[config.mk]
export PLATFORM = sky130hd
export DESIGN_NAME = pc_flag_control
export DESIGN_NICKNAME = d
export VERILOG_FILES = /design/src/rtl/cpu_pkg.sv /design/src/rtl/branch_cond.sv /design/src/rtl/pc_flag_control.sv
export SDC_FILE = /design/constraint.sdc
export NUM_CORES = 1
export LEC_CHECK = 0
export CORE_UTILIZATION = 40
export DETAILED_ROUTE_END_ITERATION = 8
export GPL_TIMING_DRIVEN = 0
export PLACE_DENSITY = 0.77
export SLEW_MARGIN = 0
export SYNTH_ARGS = -nofsm -noshare
export SYNTH_HDL_FRONTEND = slang
export SYNTH_SLANG_ARGS = --single-unit
[constraint.sdc]
create_clock -name clk -period 3.5 [get_ports clk]
set_input_delay 0.7 -clock clk [delete_from_list [all_inputs] [get_ports clk]]
set_output_delay 0.7 -clock clk [all_outputs]
set_load 0.01 [all_outputs]
[src/rtl/cpu_pkg.sv]
// rtl/cpu_pkg.sv - shared opcode, branch condition, flag index and state definitions
package cpu_pkg;

    typedef enum logic [3:0] {
        OP_ADD    = 4'h0,
        OP_SUB    = 4'h1,
        OP_XOR    = 4'h2,
        OP_RED    = 4'h3,
        OP_SLL    = 4'h4,
        OP_SRA    = 4'h5,
        OP_ROR    = 4'h6,
        OP_PADDSB = 4'h7,
        OP_LW     = 4'h8,
        OP_SW     = 4'h9,
        OP_LLB    = 4'hA,
        OP_LHB    = 4'hB,
        OP_B      = 4'hC,
        OP_BR     = 4'hD,
        OP_PCS    = 4'hE,
        OP_HLT    = 4'hF
    } opcode_e;

    typedef enum logic [2:0] {
        COND_NEQ    = 3'b000,
        COND_EQ     = 3'b001,
        COND_GT     = 3'b010,
        COND_LT     = 3'b011,
        COND_GTE    = 3'b100,
        COND_LTE    = 3'b101,
        COND_OVFL   = 3'b110,
        COND_UNCOND = 3'b111
    } cond_e;

    localparam int FLAG_N = 2;
    localparam int FLAG_V = 1;
    localparam int FLAG_Z = 0;

    typedef enum logic {
        ST_RUN  = 1'b0,
        ST_HALT = 1'b1
    } state_e;

    // Which [N:V:Z] bits an opcode is allowed to write; others are stale on the ALU side.
    function automatic logic [2:0] flag_wr_mask(input logic [3:0] op);
        logic [2:0] mask;
        mask = 3'b000;
        case (op)
            OP_ADD, OP_SUB:                  mask = 3'b111;
            OP_XOR, OP_SLL, OP_SRA, OP_ROR:  mask[FLAG_Z] = 1'b1;
            default:                         mask = 3'b000;
        endcase
        return mask;
    endfunction

endpackage

[src/rtl/branch_cond.sv]
// rtl/branch_cond.sv - evaluates a B/BR condition code against committed flags
module branch_cond
    import cpu_pkg::*;
(
    input  logic [2:0] cond,
    input  logic [2:0] flags,
    output logic       taken
);

    logic n;
    logic v;
    logic z;

    assign n = flags[FLAG_N];
    assign v = flags[FLAG_V];
    assign z = flags[FLAG_Z];

    // Decode the condition field into a single taken bit.
    always_comb begin
        taken = 1'b0;
        case (cond)
            COND_NEQ:    taken = ~z;
            COND_EQ:     taken = z;
            COND_GT:     taken = ~z & ~n;
            COND_LT:     taken = n;
            COND_GTE:    taken = z | (~z & ~n);
            COND_LTE:    taken = n | z;
            COND_OVFL:   taken = v;
            COND_UNCOND: taken = 1'b1;
            default:     taken = 1'b0;
        endcase
    end

endmodule

[src/rtl/pc_flag_control.sv]
// rtl/pc_flag_control.sv - flag register, branch resolution and PC sequencing after the ALU
module pc_flag_control
    import cpu_pkg::*;
#(
    parameter logic [15:0] RESET_PC = 16'h0000
) (
    input  logic        clk,
    input  logic        rst,
    input  logic [3:0]  opcode,
    input  logic [2:0]  cond,
    input  logic [8:0]  imm9,
    input  logic [15:0] reg_target,
    input  logic [2:0]  alu_flag,
    input  logic        stall,
    output logic [15:0] pc,
    output logic [15:0] pc_plus2,
    output logic [2:0]  flag_q,
    output logic        branch_taken,
    output logic        halted
);

    state_e      state_q;
    state_e      state_d;
    logic        run;
    logic        advance;
    logic        cond_true;
    logic [2:0]  wr_mask;
    logic [15:0] b_target;
    logic [15:0] pc_d;

    branch_cond u_branch_cond (
        .cond  (cond),
        .flags (flag_q),
        .taken (cond_true)
    );

    assign pc_plus2 = pc + 16'd2;
    // imm9 counts instructions; shift left once to get a byte offset.
    assign b_target = pc_plus2 + {{6{imm9[8]}}, imm9, 1'b0};

    // State register: only reset leaves HALT.
    always_ff @(posedge clk) begin
        if (rst) begin
            state_q <= ST_RUN;
        end else begin
            state_q <= state_d;
        end
    end

    // Next state: an unstalled HLT in RUN enters HALT.
    always_comb begin
        state_d = state_q;
        if (state_q == ST_RUN && !stall && opcode == OP_HLT) begin
            state_d = ST_HALT;
        end
    end

    // Outputs and qualifiers derived from the current state.
    always_comb begin
        run          = (state_q == ST_RUN);
        halted       = (state_q == ST_HALT);
        advance      = run & ~stall;
        branch_taken = run & cond_true & (opcode == OP_B || opcode == OP_BR);
        wr_mask      = advance ? flag_wr_mask(opcode) : 3'b000;
    end

    // Next-PC selection; HALT, stall and HLT all freeze the PC.
    always_comb begin
        pc_d = pc_plus2;
        if (!advance || opcode == OP_HLT) begin
            pc_d = pc;
        end else if (branch_taken && opcode == OP_B) begin
            pc_d = b_target;
        end else if (branch_taken && opcode == OP_BR) begin
            pc_d = reg_target;
        end
    end

    // PC register.
    always_ff @(posedge clk) begin
        if (rst) begin
            pc <= RESET_PC;
        end else begin
            pc <= pc_d;
        end
    end

    // Flag register with per-bit enables; unenabled ALU bits are never sampled.
    always_ff @(posedge clk) begin
        if (rst) begin
            flag_q <= 3'b000;
        end else begin
            flag_q <= (flag_q & ~wr_mask) | (alu_flag & wr_mask);
        end
    end

endmodule
# Word-level counts from Yosys, hierarchy flattened

Cells that the tools add are included.

Flip-flop bits (word level): 20
Logic and storage cells: 52

$add $sub $neg: 2
Eq/ne operators: 15
Muxes and demuxes: 6
Bitwise operators: 14
Reductions and logical operators: 12

Operator list:

| operator              | count |
|---|---|
| $mux 16               | 2 |
| $add 16x16->16        | 1 |
| $add 16x2->16 const B | 1 |
| $eq 3x3->1 const B    | 4 |
| $eq 4x3->1 const B    | 3 |
| $eq 4x4->1 const B    | 3 |
| $pmux 1 s8            | 1 |
| $and 3x3->3           | 2 |
| $eq 3x2->1 const B    | 2 |
| $reduce_or 6->1       | 1 |
| $and 1x1->1           | 4 |
| $eq 4x1->1 const B    | 1 |
| $eq 4x2->1 const B    | 1 |
| $logic_and 1x1->1     | 4 |
| $logic_not 4->1       | 1 |
| $not 1->1             | 4 |
| $eq 3x1->1 const B    | 1 |
| $logic_not 3->1       | 1 |
| $mux 3                | 1 |
| $not 3->3             | 1 |
| $or 3x3->3            | 1 |
| $logic_not 1->1       | 2 |
| $logic_or 1x1->1      | 2 |
| $mux 2                | 1 |
| 3 further kinds       | 4 |

# Depth between registers and ports, before layout

Word-level depth: 9
Gate-level depth with buffers: 11
Depth with buffers taken out: 11

# Modules after synthesis

From an unflattened synthesis, not the netlist that was laid out.

Cells, all modules: 286
Area total of the unflattened synthesis: 2260.9 µm²

Modules (own cells, without submodules):

| module          | times used | cells an instance | area an instance (µm²) | sequential area each (µm²) |
|---|---|---|---|---|
| pc_flag_control | 1          | 275               | 2184.6                 | 400.4 |
| branch_cond     | 1          | 11                | 76.3                   | 0.0 |

# Worst setup path after synthesis

OpenSTA, ideal clock, no wires.

Path type: flip-flop to flip-flop
Start: reg pc[1]
End: reg pc[14]
Library setup time: 0.077 ns
Arrival time: 2.955 ns
Slack: 0.468 ns
Stages on the path, launching flop included: 12
Buffers on the path: 0
Clock period less this slack: 3.032 ns
Path through: dfxtp_1 > ha_1 > and4_1 > nand3_1 > xnor2_1 > ha_1 > o21a_1 > o21a_1 > o32a_4 > a2111oi_4 > o21ai_1 > a41oi_2

Word-level cells in the longest chain between the ends: 3

RTL lines:

| element                | line                  | text |
|---|---|---|
| start, declared        | pc_flag_control.sv:15 | `output logic [15:0] pc,` |
| start signal, assigned | pc_flag_control.sv:84 | `pc <= pc_d;` |
| $add 16x2->16          | pc_flag_control.sv:37 | `assign pc_plus2 = pc + 16'd2;` |
| via pc_plus2[9]        | pc_flag_control.sv:16 | `output logic [15:0] pc_plus2,` |
| $add 16x16->16         | pc_flag_control.sv:39 | `assign b_target = pc_plus2 + {{6{imm9[8]}}, imm9, 1'b0};` |
| $mux 16                | pc_flag_control.sv:72 | `end else if (branch_taken && opcode == OP_B) begin` |

The timed path passes the listed nets, and every way through them passes these cells.
A chain may end at the register's enable or synchronous reset.

# Final worst setup path

Start: in cond[2]
End: out branch_taken

Word-level cells in the longest chain between the ends: 4

RTL lines:

| element                            | line                  | text |
|---|---|---|
| start, declared                    | pc_flag_control.sv:10 | `input logic [2:0] cond,` |
| $eq 3x3->1 (tied with other cells) | branch_cond.sv:21     | `case (cond)` |
| $pmux 1 s8 *                       | branch_cond.sv:21     |  |
| $and 1x1->1 * (2 in a row)         | pc_flag_control.sv:63 | `branch_taken = run & cond_true & (opcode == OP_B \|\| opcode == OP_BR);` |
| end, declared                      | pc_flag_control.sv:18 | `output logic branch_taken,` |

Mark *: on every way between the ends. The rest lies on a longest branch, timed or not.

==> run summary <==
Post-synthesis xor/xnor area fraction: 7.04%
Cell mode on critical path: clkdlybuf4s50_1
Global-route wire length before repair: 11,800 um
Crit path kind: in2out
Post-Syn Instances: 297
CP Cell Sequence: clkdlybuf4s50_1 > nand2b_1 > o2111ai_1 > a21oi_4 > nand2_4 > inv_6 > clkdlybuf4s50_1
Leak Pwr: 0.00132 uW
Worst Hold Class: reg2reg
WP data required: 2800 ps
Adder-cell share of the synthesized area: 10.9%
Synthesized net count: 354
Flops & latches, synth: 20
Die Wd: 78.6 um
P&R area growth vs syn: 40.4%
Post-cts hold buffer count: 0
Status: finished, final reports clean
Die area: 6170 um2
Slowest stage delay, CP: 540 ps
Initial drt markers: 190
Count of non-filler cells in the finished layout: 449
Average vias per placed instance: 5.89
Via count: 2,645
Fillers: 526
Setup crit start kind: input pin
Total gr overflow: 0
Setup crit end kind: primary output
Slew Viols, Final: 0
Post-synth EDFFs: 0
Count leader, synth: a21oi_1
Hold Vio Cnt, Final: 0
CP Max Fanout: 10
Clock latency on the worst-skew pair: 260 ps
Port buffer count: 74
Cell variety after synth: 73
Final Setup Violations: 0
Sequential-to-total area share from yosys stat: 17.1%
DR DRC count: 0
Die Span Y: 78.6 um
ANT cells: 0
Antenna violations before repair: 0
Min cycle time layout: 3410 ps
Register area: 402 um2
Row cnt: 27
Combinational family with the most area after synthesis: compound AO/OA/AOI/OAI gates
Clk_skew: 3.30 ps
Clk slew on worst S/H paths: 80 ps
Post-synthesis compound-gate area fraction: 32.2%
Yosys warns: 0
Final ANT Viol Nets: 0
Clock Sinks: 20
Post-synth top cells: a21oi_1, nor2_1, dfxtp_1
Total global-route track usage: 24.2%
Vias in the first global route: 2,498
Post-synth top area share: 17.1%
Placeable Area: 5570 um2
Largest net degree at the start of global routing: 13
Overall power: 804 uW
Least-Margin Pin Slew: 706 ps
Final WL: 7610 um
Synth Area in Simple Gates: 24.9%
Syn Area/Cell: 7.89 um2
PwrDens: 244 nW/um2
Ys flop type: dfxtp_1
Clock Root Buffer: clkbuf_8
Crit share post-route: 97.5%
Peak supply drop: 0.000140 V
Cell taking the most area after synthesis: dfxtp_1
Ports: 75
Post-Syn Area: 2340 um2
CP max stage cell: clkdlybuf4s50_1
Multi-input logic area: 1870 um2
CTS tree: built
Mux cell area share after synthesis: 3.47%
DRT Pass-1 Iters: 4
Starting density of the core: 42.1%
WL/cell: 16.9 um
Total CTS buffers: 3
Gp weighted congestion: 0.901
WP data arrival: 2710 ps
Clk buf depth: 2
Fmax: 293 MHz
Max-Cap Viols: 0
Placed cell count: 443
Layout cells sized above 1: 8.75%
DP HPWL: 5750 um
Total number of H-tree levels: 1
Rel. slew slack: 52.6%
Synth top area cells: dfxtp_1, ha_1, a21oi_1, xnor2_1, nor2_1
Final nets: 435
Ys async rst share: 0%
[critical path: cells and delay by family]
family	cells	cell delay, ps
AO/OA/AOI/OAI	2	480
buffers and inverters	3	1210
AND/OR/NAND/NOR	2	320
[final timing paths]
path	from	to	slack (ps)	cells after the start
setup / recovery	cond[2]	branch_taken	90	7
hold / removal	pc[0]	pc[0]	500	2
setup reg to reg	pc[2]	pc[14]	220	11
hold reg to reg	pc[0]	pc[0]	500	2
[stage by stage]
step | instance area, um2 | hold slack, ps | TNS (ps) | util (%) | worst slack [ps]
after floorplan | 2340 | 505 | 0 | - | 468
after global placement | 3180 | 484 | -125 | 57.0 | -125
after detailed placement | 3180 | 491 | -133 | 57.0 | -133
after CTS | 3260 | 502 | 0 | 58.5 | 49.2
after global routing | 3290 | 545 | -14.3 | 59.1 | -14.3
final | 3290 | 496 | 0 | 59.1 | 86.7
[routing by layer]
layer	vias to the layer above	track usage, %	routed length [um]
li1	1294	-	-
met5	-	0	0
met3	14	2.44	525
met4	0	7.78	133
met1	1216	32.6	3430
met2	121	39.8	3520
[cell usage in the layout (no fill, tap or decap), drive strengths merged, types with 8 or more instances in the layout]
master	instances
ha	18
dfxtp	20
nor3	9
inv	10
nand3	13
nand2	20
o211ai	8
a21oi	27
o21ai	18
nor2	21
clkdlybuf4s50	74
clkbuf	10
xnor2	14
[where the power goes]
group	total [uW]	switching [uW]	internal (uW)
clock	238	85.2	153
combinational	312	157	155
sequential	254	16.9	237
total	804	259	545
[repair_timing]
| item | in CTS | in global routing |
|---|---|---|
| gates resized for setup | 1 | 6 |
| endpoints found under the setup margin | 1 | 2 |
| setup buffers | 1 | 1 |
[layout make-up]
| cell class | count | area share, % |
|---|---|---|
| clock buffer | 3 | 1.25 |
| tap | 72 | 2.74 |
| clock inverter | 1 | 0.912 |
| inverter | 10 | 1.29 |
| multi-input combinational | 255 | 56.7 |
| buffer | 12 | 1.94 |
| sequential | 20 | 12.2 |
| timing repair buffer | 76 | 22.9 |
[cell families after synthesis]
kind of cell               after synthesis
AOI/OAI and AO/OA                      103
DFF                                     20
xor gates and xnor gates                18
muxes                                    8
adders and majority gates               20
buffers and inverters                   22
and+or+nand+nor                        106
Note: power is estimated with default switching activity, not from simulation.
